$ cat src/rtl/plic_irq_axil_forwarder.sv
// Mirrors PLIC interrupt levels to per-target AXI-lite doorbells at base_addr_p + t*stride_p.
// Latency: irq_i edge to awvalid is 1 cycle, or 3 with PLIC_IRQ_FWD_SYNC_EN defined (2-flop input synchroniser).
// Backpressure: one write in flight; AW/W hold until each handshakes; error responses retried up to max_retry_p times.
module plic_irq_axil_forwarder #(
  parameter int unsigned targets_p         = 2,
  parameter int unsigned axil_data_width_p = 32,
  parameter int unsigned axil_addr_width_p = 32,
  parameter logic [63:0] base_addr_p       = 64'h30_a000,
  parameter logic [63:0] stride_p          = 64'h1000,
  parameter int unsigned max_retry_p       = 3
) (
  input  logic                             clk_i,
  input  logic                             rst_ni,
  input  logic [targets_p-1:0]             irq_i,
  output logic [axil_addr_width_p-1:0]     m_axil_awaddr_o,
  output logic [2:0]                       m_axil_awprot_o,
  output logic                             m_axil_awvalid_o,
  input  logic                             m_axil_awready_i,
  output logic [axil_data_width_p-1:0]     m_axil_wdata_o,
  output logic [axil_data_width_p/8-1:0]   m_axil_wstrb_o,
  output logic                             m_axil_wvalid_o,
  input  logic                             m_axil_wready_i,
  input  logic [1:0]                       m_axil_bresp_i,
  input  logic                             m_axil_bvalid_i,
  output logic                             m_axil_bready_o,
  output logic                             busy_o,
  output logic [targets_p-1:0]             err_o
);

  localparam int unsigned GW = (targets_p > 1) ? $clog2(targets_p) : 1;
  localparam int unsigned AW = axil_addr_width_p;
  localparam int unsigned DW = axil_data_width_p;
  localparam int unsigned RW = 4;

  typedef enum logic [1:0] {
    ST_IDLE = 2'd0,
    ST_SEND = 2'd1,
    ST_RESP = 2'd2
  } state_t;

  state_t               r_state;
  logic [targets_p-1:0] r_sent;
  logic [targets_p-1:0] r_err;
  logic [GW-1:0]        r_ptr;
  logic [GW-1:0]        r_grant;
  logic                 r_v;
  logic [AW-1:0]        r_awaddr;
  logic                 r_awvalid;
  logic                 r_wvalid;
  logic                 r_bready;
  logic                 r_busy;
  logic [RW-1:0]        r_retry;

  logic [targets_p-1:0] w_irq_s;
  logic [targets_p-1:0] w_pend;
  logic                 w_any;
  logic [GW-1:0]        w_grant;
  logic [GW-1:0]        w_ptr_nxt;
  logic [AW-1:0]        w_addr;
  logic                 w_aw_done;
  logic                 w_w_done;
  logic                 w_bresp_err;

`ifdef PLIC_IRQ_FWD_SYNC_EN
  logic [targets_p-1:0] r_sync1;
  logic [targets_p-1:0] r_sync2;

  // Two-flop synchroniser per interrupt bit for levels from another clock domain.
  always_ff @(posedge clk_i or negedge rst_ni) begin
    if (!rst_ni) begin
      r_sync1 <= '0;
      r_sync2 <= '0;
    end else begin
      r_sync1 <= irq_i;
      r_sync2 <= r_sync1;
    end
  end

  assign w_irq_s = r_sync2;
`else
  assign w_irq_s = irq_i;
`endif

  // A target needs a write whenever its level differs from the last level delivered.
  assign w_pend = w_irq_s ^ r_sent;

  // Round-robin pick: first pending target at or after the pointer, wrapping.
  always_comb begin
    w_any   = 1'b0;
    w_grant = '0;
    for (int i = 0; i < int'(targets_p); i++) begin
      if (!w_any && w_pend[(int'(r_ptr) + i) % int'(targets_p)]) begin
        w_any   = 1'b1;
        w_grant = GW'((int'(r_ptr) + i) % int'(targets_p));
      end
    end
  end

  assign w_ptr_nxt   = (w_grant == GW'(targets_p - 1)) ? '0 : w_grant + 1'b1;
  // Doorbell address wraps modulo the address width by truncation.
  assign w_addr      = AW'(base_addr_p) + AW'(w_grant) * AW'(stride_p);
  assign w_aw_done   = !r_awvalid || m_axil_awready_i;
  assign w_w_done    = !r_wvalid  || m_axil_wready_i;
  assign w_bresp_err = (m_axil_bresp_i == 2'b10) || (m_axil_bresp_i == 2'b11);

  // Main control: grant, independent AW/W handshakes, response handling with bounded retry.
  always_ff @(posedge clk_i or negedge rst_ni) begin
    if (!rst_ni) begin
      r_state   <= ST_IDLE;
      r_sent    <= '0;
      r_err     <= '0;
      r_ptr     <= '0;
      r_grant   <= '0;
      r_v       <= 1'b0;
      r_awaddr  <= '0;
      r_awvalid <= 1'b0;
      r_wvalid  <= 1'b0;
      r_bready  <= 1'b0;
      r_busy    <= 1'b0;
      r_retry   <= '0;
    end else begin
      case (r_state)
        ST_IDLE: begin
          if (w_any) begin
            r_grant   <= w_grant;
            r_v       <= w_irq_s[w_grant];
            r_awaddr  <= w_addr;
            r_ptr     <= w_ptr_nxt;
            r_awvalid <= 1'b1;
            r_wvalid  <= 1'b1;
            r_busy    <= 1'b1;
            r_state   <= ST_SEND;
          end
        end
        ST_SEND: begin
          if (w_aw_done && w_w_done) begin
            r_awvalid <= 1'b0;
            r_wvalid  <= 1'b0;
            r_bready  <= 1'b1;
            r_state   <= ST_RESP;
          end else begin
            if (r_awvalid && m_axil_awready_i) r_awvalid <= 1'b0;
            if (r_wvalid && m_axil_wready_i)   r_wvalid  <= 1'b0;
          end
        end
        ST_RESP: begin
          if (m_axil_bvalid_i) begin
            r_bready <= 1'b0;
            if (w_bresp_err && (r_retry < RW'(max_retry_p))) begin
              // Resend the same address/data; both were held in their registers.
              r_retry   <= r_retry + 1'b1;
              r_awvalid <= 1'b1;
              r_wvalid  <= 1'b1;
              r_state   <= ST_SEND;
            end else begin
              // Success, or retries exhausted: either way the level counts as delivered.
              if (w_bresp_err) r_err[r_grant] <= 1'b1;
              r_sent[r_grant] <= r_v;
              r_retry         <= '0;
              r_busy          <= 1'b0;
              r_state         <= ST_IDLE;
            end
          end
        end
        default: begin
          r_awvalid <= 1'b0;
          r_wvalid  <= 1'b0;
          r_bready  <= 1'b0;
          r_busy    <= 1'b0;
          r_state   <= ST_IDLE;
        end
      endcase
    end
  end

  assign m_axil_awaddr_o  = r_awaddr;
  assign m_axil_awprot_o  = 3'b000;
  assign m_axil_awvalid_o = r_awvalid;
  assign m_axil_wdata_o   = {{(DW-1){1'b0}}, r_v};
  assign m_axil_wstrb_o   = '1;
  assign m_axil_wvalid_o  = r_wvalid;
  assign m_axil_bready_o  = r_bready;
  assign busy_o           = r_busy;
  assign err_o            = r_err;

endmodule

$ cat config.mk
export PLATFORM = sky130hd
export DESIGN_NAME = plic_irq_axil_forwarder
export DESIGN_NICKNAME = d
export VERILOG_FILES = /design/src/rtl/plic_irq_axil_forwarder.sv
export SDC_FILE = /design/constraint.sdc
export NUM_CORES = 1
export LEC_CHECK = 0
export CAP_MARGIN = 5
export CORE_MARGIN = 5
export CORE_UTILIZATION = 40
export DETAILED_ROUTE_END_ITERATION = 8
export PLACE_DENSITY = 0.95
export REMOVE_ABC_BUFFERS = 1
export SYNTH_ARGS = -nofsm -noshare
export SYNTH_HDL_FRONTEND = slang
export SYNTH_SLANG_ARGS = --single-unit
$ cat constraint.sdc
create_clock -name clk_i -period 3.98 [get_ports clk_i]
set_input_delay 0.597 -clock clk_i [delete_from_list [all_inputs] [get_ports clk_i]]
set_output_delay 0.597 -clock clk_i [all_outputs]
set_load 0.02 [all_outputs]
==> impl_metrics.json, run 1 <==
{
  "cts_tree": "built",
  "row_count": 21,
  "die_w_um": 69.43,
  "power.switching_mw": 0.3741,
  "cts_setup_buffers": 0,
  "critPathMaxStageDelay_ps": 630,
  "worst-path-max-fanout": 5,
  "synth.area.top_cells": "buf_4 37%, dfrtp_1 32%, nand2_1 2.4%",
  "grt_first_pass_wirelength_um": 3325,
  "skew_ps": 2.861,
  "start_util": 0.4168,
  "setup_tns_ps": 0,
  "r2r-start": "r_retry[0]",
  "cts_hold_buffers": 0,
  "outcome": "completed",
  "crit_arrival_ps": 1370,
  "ys_types": 35,
  "period_share": 0.4948,
  "numCtsBuffers": 3,
  "grt_antenna_before_repair": 0,
  "crit_end": "m_axil_awaddr_o[12]",
  "viasPerCell": 3.828,
  "async_flop_share": 1.000,
  "slew_headroom": 0.4569,
  "grtUsageTotal": 0.08364,
  "fin_nets": 174,
  "p_clk_frac": 0.127,
  "p_int_mw": 0.5156,
  "path_clk_slew_ps": 100,
  "finalHoldViolations": 0,
  "stdcell_count": 209,
  "hp-class": "flop to flop",
  "route.detailed.drc": 0,
  "dp_cells": 205,
  "finalSetupViolCount": 0,
  "clock-root-buffer": "clkbuf_4",
  "grt_pass1_vias": 705,
  "rr_worst_depth": 5,
  "ios": 86,
  "cp-start-kind": "flop",
  "r2r_setup_slack_ps": 2240,
  "slowest_stage": "clkdlybuf4s50_1",
  "worst_pin_slew_ps": 812.1,
  "p_per_area_nw_per_um2": 636.6,
  "postSynthAreaPerCell_um2": 9.481,
  "cellLeakagePower_nw": 0.6985,
  "swShare": 0.4205,
  "cts_sinks": 18,
  "layout_common_cells": "65 x conb_1, 19 x clkdlybuf4s50_1, 18 x dfrtp_1, 9 x nand2_1, 4 x o21ai_1",
  "vdd.ir_drop.worst_v": 0.0002800,
  "ys_seq_area_frac": 0.3189,
  "drv_cap": 0,
  "path_cells": "clkdlybuf4s50_1",
  "syn_area_um2": 1413,
  "path_buf_inv": 1,
  "dieArea_um2": 4820,
  "ant_nets": 0,
  "dr.pass1.iters": 4,
  "ctsResizeCount": 0,
  "maxClockFrequency_mhz": 507.8,
  "critPathKind": "flop to output pin",
  "rsz0062_at_grt": "no",
  "pwr-share-seq": 0.388,
  "syn_inst": 149,
  "yosys_warnings": 0,
  "fp.dieH_um": 69.43,
  "h-tree-depth": 1,
  "clk_latency_ps": 300,
  "wl_per_cell_um": 10.05,
  "drive_gt1_frac": 0.09202,
  "area_growth_pct": -1.063,
  "end_kind": "output pin",
  "grt.overflow.total": 0,
  "synth-edff-count": 0,
  "finalCriticalPeriod_ps": 1969,
  "critPathTopFamily": "buffers and inverters",
  "grt_max_degree": 19,
  "clockBufferDepth": 2,
  "slew_violations": 0,
  "startpoint": "m_axil_awaddr_o[12]",
  "yosys.area.top_type": "buf_4",
  "hpwl_um": 1719,
  "pwr-share-comb": 0.485,
  "synthFlopType": "dfrtp_1",
  "core-area_um2": 3390,
  "gp_congestion": 0.7525,
  "portBuffers": 19,
  "n_antenna_cell": 0,
  "drt-initial-drc-count": 7,
  "totalWireLength_um": 2101,
  "vias": 800,
  "reg2reg_to": "r_sent[1]",
  "cp.depth": 1,
  "final_common_cell": "conb_1",
  "cp.required_ps": 3380,
  "yosys_register_bits": 18,
  "synth_top_area_frac": 0.3720
}
## cells in the mapped netlist, types with 2 or more instances
library cell	instances
buf_2	2
a2bb2oi_2	2
o21ai_1	4
xor2_1	2
mux2_4	2
o21ai_0	2
buf_4	70
conb_1	2
nand2b_1	2
and2_1	2
inv_1	3
o21a_1	2
nand3_1	2
nand2_1	9
o21bai_1	2
nor2_1	3
a21oi_1	3
dfrtp_1	18
## stage by stage
stage | cell area [µm²] | power (mW) | worst slack (ps) | hold slack, ps | util
floorplan | 1114 | 0.6425 | 2384 | 301.4 | -
global placement | 1361 | 0.7679 | 1895 | 457.6 | 0.4016
detailed placement | 1361 | 0.7837 | 1860 | 463.8 | 0.4016
CTS | 1398 | 0.9011 | 1984 | 491.7 | 0.4123
global route | 1398 | 0.9555 | 1926 | 498.9 | 0.4123
finish | 1398 | 0.8897 | 2011 | 483.5 | 0.4123
## power groups by stage
stage               logic [mW]  clock network [mW]  registers [mW]
CTS                      0.435               0.119           0.347
floorplan                0.262                   0           0.380
detailed placement       0.436                   0           0.348
global route             0.468               0.128           0.360
global placement         0.424                   0           0.344
finish                   0.431               0.113           0.346
## per-layer routing
metal	wire length, µm	vias up	GRT usage
li1	-	374	-
met1	779	365	0.09317
met4	23	0	0.02603
met2	963	56	0.1314
met5	0	-	0
met3	336	5	0.05217
## layout make-up
type	instances	area, µm²
clock buffers	4	36.28
flip-flops and latches	18	450.4
fillers	350	1992
multi-input cells	119	651.9
inverters	3	11.26
repair buffers	19	190.2
well taps	46	57.56
## kinds of logic (layout without fill, tap and decap cells)
group | after synthesis | in the layout | synth area share
simple gates | 28 | 28 | 0.1355
fa+ha+maj | 1 | 1 | 0.008856
buf+inv | 75 | 26 | 0.3871
flops | 18 | 18 | 0.3189
other cells | 2 | 65 | 0.005316
mux | 3 | 3 | 0.02923
xor+xnor | 2 | 2 | 0.01240
compound gates | 20 | 20 | 0.1027
## worst min path at each step
stage / startpoint / endpoint / slack [ps] / cells past startpoint
global route: err_o[0] / err_o[0] / 500 / 1
finish: err_o[0] / err_o[0] / 480 / 1
floorplan: rst_ni / busy_o / 300 / 0
CTS: err_o[0] / err_o[0] / 490 / 1
detailed placement: err_o[0] / err_o[0] / 460 / 1
global placement: err_o[0] / err_o[0] / 460 / 1
## sequential cells by signal, indices dropped and copies added, names as in the netlist
signal / cells
m_axil_wvalid_o: 1
m_axil_awvalid_o: 1
m_axil_bready_o: 1
m_axil_awaddr_o: 2
busy_o: 1
r_state: 2
r_ptr: 1
r_retry: 4
r_sent: 2
err_o: 2
r_v: 1
Note: power is estimated with default switching activity, not from simulation.
==> run 2, diff against run 1 <==
--- a/config.mk
+++ b/config.mk
@@ -7,9 +7,9 @@
 export LEC_CHECK = 0
 export CAP_MARGIN = 5
 export CORE_MARGIN = 5
-export CORE_UTILIZATION = 40
+export CORE_UTILIZATION = 34
 export DETAILED_ROUTE_END_ITERATION = 8
-export PLACE_DENSITY = 0.95
+export PLACE_DENSITY = 0.86
 export REMOVE_ABC_BUFFERS = 1
 export SYNTH_ARGS = -nofsm -noshare
 export SYNTH_HDL_FRONTEND = slang
==> constraint.sdc (replaced) <==
create_clock -name clk_i -period 1.8 [get_ports clk_i]
set_input_delay 0.27 -clock clk_i [delete_from_list [all_inputs] [get_ports clk_i]]
set_output_delay 0.27 -clock clk_i [all_outputs]
set_load 0.02 [all_outputs]
==> run 2 against run 1 <==
Clock power grew to 2.9 times the previous value. Wire length rose by 7.9%. Total power up 130%. Non-clock buffer count is 3 higher. Utilization fell by 5.1 points. Register-to-register slack worse by 2000 ps. Sequential cell count stayed put. First-iteration DRC count rose by 43%. Setup slack got worse by 1800 ps. Via count shrank 0.50%. Cell area is 3.3% higher. Critical endpoint is now r_sent[1]. Highest routed layer unchanged.
==> impl_metrics.json, run 2 (synthesis results as in run 1) <==
{
  "hp-class": "input pin to async pin",
  "final_common_cell": "conb_1",
  "ctsResizeCount": 0,
  "critPathMaxStageDelay_ps": 410,
  "cp-start-kind": "flop",
  "drive_gt1_frac": 0.1084,
  "cts_sinks": 18,
  "grt_max_degree": 19,
  "worst-path-max-fanout": 4,
  "rsz0062_at_grt": "no",
  "critPathTopFamily": "simple AND/OR/NAND/NOR gates",
  "clockBufferDepth": 2,
  "vdd.ir_drop.worst_v": 0.0003907,
  "path_cells": "ha_1 -> nor4b_4 -> nor2_1 -> nand2_1 -> mux2_1",
  "fin_nets": 177,
  "slew_violations": 0,
  "finalHoldViolations": 0,
  "totalPowerFinal_mw": 2.083,
  "h-tree-depth": 1,
  "path_clk_slew_ps": 70,
  "fp.dieH_um": 74.46,
  "grt_first_pass_wirelength_um": 3167,
  "r2r_setup_slack_ps": 190,
  "die_w_um": 74.46,
  "grtUsageTotal": 0.07662,
  "start_util": 0.3531,
  "ios": 86,
  "cts_hold_buffers": 0,
  "area_growth_pct": 2.214,
  "period_share": 0.8936,
  "numCtsBuffers": 3,
  "row_count": 23,
  "p_per_area_nw_per_um2": 1443,
  "outcome": "completed",
  "vias": 796,
  "core-area_um2": 4000,
  "maxClockFrequency_mhz": 621.7,
  "slowest_stage": "dfrtp_1",
  "end_kind": "flop",
  "path_buf_inv": 0,
  "n_antenna_cell": 0,
  "cts_tree": "built",
  "hpwl_um": 1852,
  "largest_reg_flops": 4,
  "finalCriticalPeriod_ps": 1609,
  "layout_common_cells": "65 x conb_1, 19 x clkdlybuf4s50_1, 18 x dfrtp_1, 9 x nand2_1",
  "grt_pass1_vias": 700,
  "finalSetupViolCount": 0,
  "cp.required_ps": 1940,
  "drv_cap": 0,
  "totalWireLength_um": 2266,
  "dieArea_um2": 5544,
  "clk_latency_ps": 250,
  "critPathKind": "flop to flop",
  "clock-root-buffer": "clkbuf_8",
  "ant_nets": 0,
  "viasPerCell": 3.685,
  "drt-initial-drc-count": 10,
  "setup_tns_ps": 0,
  "cts_setup_buffers": 0,
  "crit_arrival_ps": 1750,
  "portBuffers": 19,
  "dr.pass1.iters": 4,
  "gp_congestion": 0.6939,
  "cellLeakagePower_nw": 0.7207,
  "grt.overflow.total": 0,
  "route.detailed.drc": 0,
  "largest-register": "r_retry",
  "grt_antenna_before_repair": 0,
  "wl_per_cell_um": 10.49,
  "skew_ps": 4.801
}
## run 2: changes by cell type in the layout (fill, tap and decap cells not counted)
cell,before,now
clkbuf_4,3,0
clkbuf_8,1,4
buf_4,0,3
## run 2: area by class of cell
| class | instances | area, µm² |
|---|---|---|
| sequential | 18 | 450.4 |
| fill | 410 | 2556 |
| multi-input combinational | 119 | 651.9 |
| timing repair buffer | 22 | 212.7 |
| tap | 50 | 62.56 |
| inverter | 3 | 11.26 |
| clock buffer | 4 | 55.05 |
## run 2: final timing paths
check	start	endpoint	cells past startpoint
max	r_retry[0]	r_sent[1]	5
min	rst_ni	r_sent[0]	2
max reg2reg	r_retry[0]	r_sent[1]	5
min reg2reg	err_o[0]	err_o[0]	1
max in group asynchronous	rst_ni	r_state[1]	2
min in group clk_i	err_o[0]	err_o[0]	1
## run 2: where the power goes
group / switching (mW) / total [mW] / internal [mW]
Sequential: 0.166 / 0.734 / 0.569
Clock: 0.132 / 0.326 / 0.194
Combinational: 0.553 / 1.02 / 0.470
Total: 0.851 / 2.08 / 1.23
## run 2: through the flow
step | util | worst slack, ps | hold WS [ps] | std cells | area, µm²
after floorplan | - | 204.4 | -25.59 | 140 | 1114
after global placement | 0.3472 | 50.42 | 466.3 | 212 | 1389
after detailed placement | 0.3472 | 31.57 | 466.6 | 212 | 1389
after CTS | 0.3610 | 172.9 | 359.5 | 216 | 1444
after global routing | 0.3610 | 94.66 | 375.9 | 216 | 1444
final | 0.3610 | 191.5 | 345.2 | 216 | 1444
## run 2: metal layers
metal  vias to the layer above  share of wire  global-route usage
met5                         -              0                   0
met4                         0          0.020             0.04743
met3                         5           0.13             0.03108
met2                        45           0.47              0.1161
met1                       368           0.38             0.09008
li1                        378              -                   -
